[config.mk]
export PLATFORM = sky130hd
export DESIGN_NAME = spiral_unroll_flat
export DESIGN_NICKNAME = d
export VERILOG_FILES = /design/src/rtl/spiral_unroll_if.sv /design/src/rtl/spiral_unroll.sv /design/src/flat_wrapper.sv
export SDC_FILE = /design/constraint.sdc
export NUM_CORES = 1
export LEC_CHECK = 0
export CAP_MARGIN = 25
export CORE_UTILIZATION = 40
export CTS_CLUSTER_DIAMETER = 30
export CTS_CLUSTER_SIZE = 40
export DETAILED_ROUTE_END_ITERATION = 10
export GPL_ROUTABILITY_DRIVEN = 0
export SKIP_LAST_GASP = 1
export SLEW_MARGIN = 20
export SYNTH_ARGS = -nofsm -noshare
export SYNTH_HDL_FRONTEND = slang
export SYNTH_SLANG_ARGS = --single-unit
[constraint.sdc]
create_clock -name clk -period 2.73 [get_ports clk]
set_input_delay 0.4095 -clock clk [delete_from_list [all_inputs] [get_ports clk]]
set_output_delay 0.4095 -clock clk [all_outputs]
set_load 0.05 [all_outputs]
[src/rtl/spiral_unroll_if.sv]
// spiral_unroll_if: handshake bundle between a spiral-order source, the unroll block and a
// raster-order sink.
//   row, col        frame dimensions, sampled by the slave on the first word of a frame
//   data_in*        spiral-ordered input stream (valid/rdy)
//   data_out*       raster-ordered output stream (valid/rdy)
// master: the environment (drives input stream and output ready)
// slave : the spiral_unroll block
interface spiral_unroll_if #(
    parameter int unsigned DATA_WIDTH = 8,
    parameter int unsigned R_WIDTH    = 3,
    parameter int unsigned C_WIDTH    = 3
);
    logic [R_WIDTH-1:0]    row;
    logic [C_WIDTH-1:0]    col;
    logic [DATA_WIDTH-1:0] data_in;
    logic                  data_in_valid;
    logic                  data_in_rdy;
    logic [DATA_WIDTH-1:0] data_out;
    logic                  data_out_valid;
    logic                  data_out_rdy;

    modport master (
        output row, col, data_in, data_in_valid, data_out_rdy,
        input  data_in_rdy, data_out, data_out_valid
    );

    modport slave (
        input  row, col, data_in, data_in_valid, data_out_rdy,
        output data_in_rdy, data_out, data_out_valid
    );
endinterface

[src/rtl/spiral_unroll.sv]
// spiral_unroll: collects one row x col frame arriving in clockwise spiral order (starting
// top-left) into a buffer, then replays it in raster order.
// Ports:
//   clk   rising-edge clock
//   rstn  asynchronous active-low reset
//   bus   spiral_unroll_if slave: row/col, spiral input stream, raster output stream
module spiral_unroll #(
    parameter int unsigned DATA_WIDTH = 8,
    parameter int unsigned R_WIDTH    = 3,
    parameter int unsigned C_WIDTH    = 3
) (
    input  logic           clk,
    input  logic           rstn,
    spiral_unroll_if.slave bus
);
    localparam int unsigned AW    = R_WIDTH + C_WIDTH;
    localparam int unsigned Depth = 1 << AW;

    localparam logic [R_WIDTH-1:0] ROne = R_WIDTH'(1);
    localparam logic [C_WIDTH-1:0] COne = C_WIDTH'(1);
    localparam logic [AW-1:0]      AOne = AW'(1);

    typedef enum logic [1:0] {StIdle, StFill, StDrain} state_e;
    typedef enum logic [1:0] {DirRight, DirDown, DirLeft, DirUp} dir_e;

    state_e             state_q;
    logic [R_WIDTH-1:0] rows_q;
    logic [C_WIDTH-1:0] cols_q;
    logic [AW-1:0]      total_q;
    logic [AW-1:0]      count_q;

    // Spiral walker: current write position, shrinking bounds and heading
    logic [R_WIDTH-1:0] r_q, top_q, bot_q;
    logic [C_WIDTH-1:0] c_q, left_q, right_q;
    dir_e               dir_q;

    // Raster read position
    logic [R_WIDTH-1:0] rr_q;
    logic [C_WIDTH-1:0] cc_q;

    logic [DATA_WIDTH-1:0] mem_q [Depth];

    logic in_rdy, in_hs, out_valid, out_hs;
    logic [AW-1:0] prod, wr_addr;

    // Walker step inputs (w_*) and results (n_*)
    logic [R_WIDTH-1:0] w_r, w_top, w_bot, n_r, n_top, n_bot;
    logic [C_WIDTH-1:0] w_c, w_left, w_right, n_c, n_left, n_right;
    dir_e               w_dir, n_dir;

    // Gated by rstn so the block never advertises space while held in reset
    assign in_rdy    = rstn && (((state_q == StIdle) && (bus.row != '0) && (bus.col != '0)) ||
                                (state_q == StFill));
    assign in_hs     = bus.data_in_valid && in_rdy;
    assign out_valid = (state_q == StDrain);
    assign out_hs    = out_valid && bus.data_out_rdy;

    assign bus.data_in_rdy    = in_rdy;
    assign bus.data_out_valid = out_valid;
    assign bus.data_out       = out_valid ? mem_q[{rr_q, cc_q}] : '0;

    // Product fits in AW bits since (2^R-1)*(2^C-1) < 2^(R+C)
    assign prod    = {{C_WIDTH{1'b0}}, bus.row} * {{R_WIDTH{1'b0}}, bus.col};
    assign wr_addr = (state_q == StIdle) ? '0 : {r_q, c_q};

    always_comb begin
        // The first word of a frame steps from (0,0) with bounds taken from the live row/col
        if (state_q == StIdle) begin
            w_r     = '0;
            w_c     = '0;
            w_top   = '0;
            w_bot   = bus.row - ROne;
            w_left  = '0;
            w_right = bus.col - COne;
            w_dir   = DirRight;
        end else begin
            w_r     = r_q;
            w_c     = c_q;
            w_top   = top_q;
            w_bot   = bot_q;
            w_left  = left_q;
            w_right = right_q;
            w_dir   = dir_q;
        end

        n_r     = w_r;
        n_c     = w_c;
        n_top   = w_top;
        n_bot   = w_bot;
        n_left  = w_left;
        n_right = w_right;
        n_dir   = w_dir;

        // Wrap-around past the final word is harmless: termination is by count only
        unique case (w_dir)
            DirRight: begin
                if (w_c == w_right) begin
                    n_top = w_top + ROne;
                    n_dir = DirDown;
                    n_r   = w_r + ROne;
                end else begin
                    n_c = w_c + COne;
                end
            end
            DirDown: begin
                if (w_r == w_bot) begin
                    n_right = w_right - COne;
                    n_dir   = DirLeft;
                    n_c     = w_c - COne;
                end else begin
                    n_r = w_r + ROne;
                end
            end
            DirLeft: begin
                if (w_c == w_left) begin
                    n_bot = w_bot - ROne;
                    n_dir = DirUp;
                    n_r   = w_r - ROne;
                end else begin
                    n_c = w_c - COne;
                end
            end
            DirUp: begin
                if (w_r == w_top) begin
                    n_left = w_left + COne;
                    n_dir  = DirRight;
                    n_c    = w_c + COne;
                end else begin
                    n_r = w_r - ROne;
                end
            end
            default: ;
        endcase
    end

    // Frame buffer, deliberately without reset
    always_ff @(posedge clk) begin
        if (in_hs) begin
            mem_q[wr_addr] <= bus.data_in;
        end
    end

    always_ff @(posedge clk or negedge rstn) begin
        if (!rstn) begin
            state_q <= StIdle;
            rows_q  <= '0;
            cols_q  <= '0;
            total_q <= '0;
            count_q <= '0;
            r_q     <= '0;
            c_q     <= '0;
            top_q   <= '0;
            bot_q   <= '0;
            left_q  <= '0;
            right_q <= '0;
            dir_q   <= DirRight;
            rr_q    <= '0;
            cc_q    <= '0;
        end else begin
            unique case (state_q)
                StIdle: begin
                    if (in_hs) begin
                        rows_q  <= bus.row;
                        cols_q  <= bus.col;
                        total_q <= prod;
                        count_q <= AOne;
                        r_q     <= n_r;
                        c_q     <= n_c;
                        top_q   <= n_top;
                        bot_q   <= n_bot;
                        left_q  <= n_left;
                        right_q <= n_right;
                        dir_q   <= n_dir;
                        rr_q    <= '0;
                        cc_q    <= '0;
                        state_q <= (prod == AOne) ? StDrain : StFill;
                    end
                end
                StFill: begin
                    if (in_hs) begin
                        r_q     <= n_r;
                        c_q     <= n_c;
                        top_q   <= n_top;
                        bot_q   <= n_bot;
                        left_q  <= n_left;
                        right_q <= n_right;
                        dir_q   <= n_dir;
                        count_q <= count_q + AOne;
                        if (count_q == total_q - AOne) begin
                            state_q <= StDrain;
                        end
                    end
                end
                StDrain: begin
                    if (out_hs) begin
                        if (cc_q == cols_q - COne) begin
                            cc_q <= '0;
                            if (rr_q == rows_q - ROne) begin
                                rr_q    <= '0;
                                state_q <= StIdle;
                            end else begin
                                rr_q <= rr_q + ROne;
                            end
                        end else begin
                            cc_q <= cc_q + COne;
                        end
                    end
                end
                default: state_q <= StIdle;
            endcase
        end
    end
endmodule
[src/flat_wrapper.sv]
// flat-port wrapper written by rule: the top's interface ports become plain ports
module spiral_unroll_flat 
#(
    parameter int unsigned DATA_WIDTH = 8,
    parameter int unsigned R_WIDTH    = 3,
    parameter int unsigned C_WIDTH    = 3
)
  (clk, rstn, bus_row, bus_col, bus_data_in, bus_data_in_valid, bus_data_out_rdy, bus_data_in_rdy, bus_data_out, bus_data_out_valid);
  spiral_unroll_if #(.DATA_WIDTH(DATA_WIDTH), .R_WIDTH(R_WIDTH), .C_WIDTH(C_WIDTH)) bus_i ();
  input  logic clk;
  input  logic rstn;
  input wire logic [$bits(bus_i.row)-1:0] bus_row;
  input wire logic [$bits(bus_i.col)-1:0] bus_col;
  input wire logic [$bits(bus_i.data_in)-1:0] bus_data_in;
  input wire logic [$bits(bus_i.data_in_valid)-1:0] bus_data_in_valid;
  input wire logic [$bits(bus_i.data_out_rdy)-1:0] bus_data_out_rdy;
  output wire logic [$bits(bus_i.data_in_rdy)-1:0] bus_data_in_rdy;
  output wire logic [$bits(bus_i.data_out)-1:0] bus_data_out;
  output wire logic [$bits(bus_i.data_out_valid)-1:0] bus_data_out_valid;
  assign bus_i.row = bus_row;
  assign bus_i.col = bus_col;
  assign bus_i.data_in = bus_data_in;
  assign bus_i.data_in_valid = bus_data_in_valid;
  assign bus_i.data_out_rdy = bus_data_out_rdy;
  assign bus_data_in_rdy = bus_i.data_in_rdy;
  assign bus_data_out = bus_i.data_out;
  assign bus_data_out_valid = bus_i.data_out_valid;
  spiral_unroll #(.DATA_WIDTH(DATA_WIDTH), .R_WIDTH(R_WIDTH), .C_WIDTH(C_WIDTH)) u_core (.clk(clk), .rstn(rstn), .bus(bus_i));
endmodule
# After elaboration in Yosys (flattened, before gate mapping)
# Memories as Yosys holds them, arrays and structs flattened.
# Cells that the tools add are included.
[op_classes]
multipliers = 1
eq_ne = 19
n_reduce_logical = 19
addsub = 16
n_mux = 53
[op_table]
columns = ["cell", "count"]
rows = [
  ["$mux W3", 28],
  ["$mux W2", 12],
  ["$pmux W3 S4", 2],
  ["$sub A3 B1 Y3 const B", 8],
  ["$add A3 B1 Y3 const B", 6],
  ["$eq A3 B3 Y1", 6],
  ["$mux W6", 3],
  ["$pmux W3 S2", 2],
  ["$pmux W6 S2", 1],
  ["$mux W8", 1],
  ["$ne A2 B2 Y1 const B", 4],
  ["$pmux W2 S4", 1],
  ["$add A6 B1 Y6 const B", 1],
  ["$eq A2 B2 Y1 const B", 3],
  ["$eq A6 B1 Y1 const B", 1],
  ["$eq A6 B6 Y1", 1],
  ["$mul A3 B3 Y6", 1],
  ["$pmux W2 S3", 1],
  ["$reduce_and A3 Y1", 2],
  ["$reduce_and A6 Y1", 1],
  ["$reduce_bool A3 Y1", 2],
  ["$sub A6 B1 Y6 const B", 1],
  ["$logic_and A1 B1 Y1", 5],
  ["$eq A2 B1 Y1 const B", 2],
  ["other kinds (8)", 13],
]
[word_totals]
input_bits = 18
out_inout_bits = 10
ff_bits = 46
n_memories = 1
elab_cells = 123
ramBits = 512
[memory_table]
columns = ["name", "words", "width", "read_ports", "rd_clocked_by_memory_dff", "wr", "line", "text"]
rows = [
  ["u_core.mem_q", 64, 8, 1, 0, 1, "spiral_unroll.sv:41", "logic [DATA_WIDTH-1:0] mem_q [Depth];"],
]

# Longest topological paths before layout
[depth]
word_depth = 8
mapped_depth = 12

# Worst setup path after synthesis
# No wires, ideal clock.
[synth_path]
kind = "input to register"
startpoint = "input port bus_col[0]"
endpoint = "memory u_core.mem_q[27][0], enable pin"
arrival_time_ps = 2182
path_buffers = 2
stages = 10
slack_ps = 177
t_required_ps = 2360
setup_ps = 370
cell_sequence = "inv_1 -> ha_1 -> nand2b_1 -> a21oi_1 -> or3_1 -> buf_2 -> buf_2 -> nor2_1 -> nand3_1 -> nor2_1"
[synth_via]
elab_chain_len = 7
[synth_rtl]
columns = ["item", "line", "text"]
rows = [
  ["start, declared", "flat_wrapper.sv:13", "input wire logic [$bits(bus_i.col)-1:0] bus_col;"],
  ["$reduce_bool A3 Y1", "spiral_unroll.sv:52", "assign in_rdy = rstn && (((state_q == StIdle) && (bus.row != '0) && (bus.col != '0)) ||"],
  ["$logic_and A1 B1 Y1", "spiral_unroll.sv:52", ""],
  ["$logic_or A1 B1 Y1", "spiral_unroll.sv:52", ""],
  ["$logic_and A1 B1 Y1", "spiral_unroll.sv:52", ""],
  ["$logic_and A1 B1 Y1", "spiral_unroll.sv:54", "assign in_hs = bus.data_in_valid && in_rdy;"],
  ["$mux W1", "spiral_unroll.sv:138", "if (in_hs) begin"],
  ["$mux W1 (not written as such)", "spiral_unroll.sv:139", "mem_q[wr_addr] <= bus.data_in;"],
  ["end, declared", "spiral_unroll.sv:41", ""],
]
# No other way between the ends.

# Final worst setup path
[layout_path]
startpoint = "register u_core.cc_q[0]"
endpoint = "output port bus_data_out[1]"
[layout_via]
elab_chain_len = 2
[layout_rtl]
columns = ["item", "line", "text"]
rows = [
  ["start, declared", "spiral_unroll.sv:39", "logic [C_WIDTH-1:0] cc_q;"],
  ["start signal, assigned", "spiral_unroll.sv:205", "cc_q <= cc_q + COne;"],
  ["$mem_v2 Z64 W8", "-", ""],
  ["$mux W8", "spiral_unroll.sv:60", "assign bus.data_out = out_valid ? mem_q[{rr_q, cc_q}] : '0;"],
  ["end, declared", "flat_wrapper.sv:18", "output wire logic [$bits(bus_i.data_out)-1:0] bus_data_out;"],
]
# No other way between the ends.

==> metrics.md <==
| Metric | Value |
|---|---|
| Worst Hold End | `u_core.mem_q[60][3]` |
| Max clock buf depth | `3` |
| Worst min path class | `in2reg` |
| Internal power | `21.16 mW` |
| Final Power | `28.24 mW` |
| Non-filler instance count after layout | `2461` |
| Pin count of the biggest net entering global routing | `65` |
| TritonCTS clock tree | `done` |
| Minimum clock period after layout | `3.501 ns` |
| Initial DRC Count | `1085` |
| GRT Overall Usage | `19.91%` |
| Pre-CTS setup slack | `-0.4202 ns` |
| Peak VDD IR | `0.0005153 V` |
| CTS Buf Count | `107` |
| Final antenna-violating net count | `0` |
| Asr flop ratio synth | `8.244%` |
| Clock root cell | `clkbuf_16` |
| Slew Viols, Final | `0` |
| H-tree Lvls | `3` |
| # DRC | `0` |
| Vias in the first global route | `14029` |
| Failing checks | `setup timing` |
| Worst Setup Start Kind | `flip-flop` |
| Status | `complete, but fails checks` |
| Area Overhead vs Synth | `29.00%` |
| Largest register by flop count | `u_core.mem_q` |
| Antenna cell count | `0` |
| Regs by FF count | `u_core.mem_q: 512 flops, u_core.count_q: 6 flops, u_core.total_q: 6 flops` |
| Fin. Hold Viols | `0` |
| Final HPWL from detailed placement | `36210 um` |
| Switching power share of the total | `25.10%` |
| Slowest CP cell | `dfrtp_4` |
| DR vias | `13428` |
| Main area contributors after synthesis | `edfxtp_1 (66%), mux4_2 (11%), dfrtp_1 (4.9%), nor2_1 (1.7%), mux4_1 (1.2%)` |
| R2R Setup Slk | `0.28 ns` |
| Fmax achieved | `285.6 MHz` |
| Port Buffers | `27` |
| Reg power frac | `35.9%` |
| Syn avg cell area | `17.60 um2` |
| Synth top area share | `65.77%` |
| Utilization after layout | `52.27%` |
| Reg clk slew, reported paths | `0.05 ns` |
| Final WS setup | `-0.7714 ns` |
| Total grt overflow | `0` |
| Req. time, crit path | `2.32 ns` |
| Initial antenna violation count | `0` |
| First-pass GRT wire length | `88180 um` |
| Setup CP Type | `reg2out` |
| Crit path DAT | `3.09 ns` |
| Final nets | `1646` |
| Most frequent cells in the layout | `edfxtp_1 (512), buf_4 (174), mux4_2 (120), clkbuf_16 (107), nor2_1 (106)` |
| CP cell instances | `buf_12 > buf_4 > buf_4 > mux4_2 > o221ai_1 > a21oi_2 > a221o_1 > buf_6` |
| Die ar. | `0.05941 mm2` |
| Post-synth EDFFs | `512` |
| 1st-pass router iterations | `5` |
| Share of layout cells above drive strength 1 | `33.90%` |
| Placed Cells incl. Taps | `2244` |
| Synth Flop Type | `edfxtp_1` |
| Register area share after synthesis | `70.70%` |
| Most frequent CP cell | `buf_4` |
| Syn_nets | `1371` |
| Count of buffer and inverter cells on the critical path | `4` |
| Slew margin rel. | `35.64%` |
| Max Cap Viol | `0` |
| Syn. warnings | `0` |
| Drt total wl | `57480 um` |
| Post-synth cell types | `66` |
| Worst reg2reg endpoint | `u_core.mem_q[55][1]` |
| Most common cell after layout, fill and taps aside | `edfxtp_1` |
| DIE WIDTH | `243.7 um` |
| Total power divided by cell area | `936.6 mW/mm2` |
| NetSw | `7.089 mW` |
| Clock Power Share | `49.0%` |
| Clk sink count | `558` |
| Crit-path leading delay family | `compound AO/OA/AOI/OAI gates` |
| Synthesized area | `0.02338 mm2` |
| Die Ht | `243.7 um` |
| Hold_sp | `bus_data_in[3]` |
| Initial core utilization | `40.52%` |
| Crit path max fanout | `7` |
| Routed wire length per instance | `23.36 um` |
| Crit share post-route | `128.3%` |
| Worst hold path stage count | `2` |
| Worst skew pair latency | `0.66 ns` |
| Slew @ Worst Pin | `0.9634 ns` |
| Crit path largest cell delay | `0.55 ns` |
| Setup violations, final | `8` |
| Synth Register Bits | `558` |
| Combinational share of power | `15.1%` |
| Site Rows | `88` |
| CORE AREA | `0.05770 mm2` |
| Max reg flops | `512` |
| RSZ-0062 raised after global routing | `true` |
| DR vias/cell | `5.456` |
| Post-Syn Instances | `1328` |
| Num ports | `28` |
| Pleak | `10.38 nW` |
| Endpoint type of the worst setup path | `output pin` |
| Synth area leader | `edfxtp_1` |
| Layout Skew | `0.03729 ns` |
| FF-to-FF Start | `u_core.state_q[0]` |
| Worst Reg2Reg Path Length in Cells | `8` |
-- worst max path at each step --
stage	startpoint	to	slack, ns	depth (start not counted)
floorplan	bus_col[0]	u_core.mem_q[27][0]	0.18	10
global placement	bus_row[2]	u_core.state_q[0]	-0.30	12
detailed placement	bus_col[0]	u_core.state_q[0]	-0.42	12
CTS	u_core.cc_q[0]	bus_data_out[1]	-0.79	9
global route	u_core.cc_q[0]	bus_data_out[1]	-0.80	9
finish	u_core.cc_q[0]	bus_data_out[1]	-0.77	8
-- power groups by stage --
stage / clock, mW / combinational, mW / sequential, mW
after floorplan: 0 / 2.87 / 10.1
after global placement: 0 / 4.02 / 10.3
after detailed placement: 0 / 4.06 / 10.3
after CTS: 14.0 / 4.33 / 10.1
after global routing: 14.4 / 4.67 / 10.2
final: 13.8 / 4.27 / 10.1
-- cell usage after synthesis, types with 5 or more instances --
master,instances
edfxtp_1,512
mux4_2,116
nor2_1,106
nand2_1,76
dfrtp_1,46
o21ai_0,41
a21oi_1,30
buf_2,25
clkbuf_1,25
inv_1,25
nand3_1,25
xnor2_1,24
ha_1,23
mux2i_1,20
a22oi_1,18
nand2b_1,17
nor3_1,16
o22ai_1,12
mux4_1,11
and2_1,9
o21ai_1,9
nor2b_1,8
xor2_1,8
buf_6,7
mux2_2,7
o221ai_1,7
a22o_1,6
buf_4,6
a31oi_1,5
nand4_1,5
or3_1,5
-- cell type report --
cell class / count / area (um2)
sequential: 558 / 16530
tap: 765 / 957.2
multi-input combinational: 672 / 6420
fill: 4610 / 27540
clock inverter: 81 / 1106
inverter: 25 / 93.84
timing repair buffer: 239 / 2285
clock buffer: 121 / 2760
-- metal layers --
layer	GRT usage (%)	vias up	part of all wire, %
li1	-	5900	-
met1	27.13	6992	43
met2	32.25	442	49
met3	3.294	94	5.5
met4	7.187	0	2.5
met5	0	-	0
-- per-stage QoR --
stage                     area (um2)  hold slack [ns]  TNS [ns]
after floorplan                23380           0.1139         0
after global placement         25920           0.4950    -84.29
after detailed placement       25920           0.4964   -108.41
after CTS                      30150           0.2669    -6.004
after global routing           30160           0.2840    -6.009
final                          30160           0.2807    -5.439
-- logic make-up (layout without fill, tap and decap cells) --
family	Yosys count	after routing	share of synthesized area, %
flip-flops	558	558	70.70
AND/OR/NAND/NOR	285	285	5.540
AO/OA/AOI/OAI	175	175	5.096
multiplexers	154	154	13.61
buffers and inverters	98	466	2.360
XOR/XNOR	33	33	1.301
adder cells (fa/ha/maj)	25	25	1.402
-- timing repair --
action	in CTS	in global routing
gates resized for setup	40	10
pin swaps	9	5
endpoints found under the hold margin	46	0
endpoints found under the setup margin	8	25
cloned	2	0
hold buffers	1	0
setup buffers	13	0
Note: power is estimated with default switching activity, not from simulation.
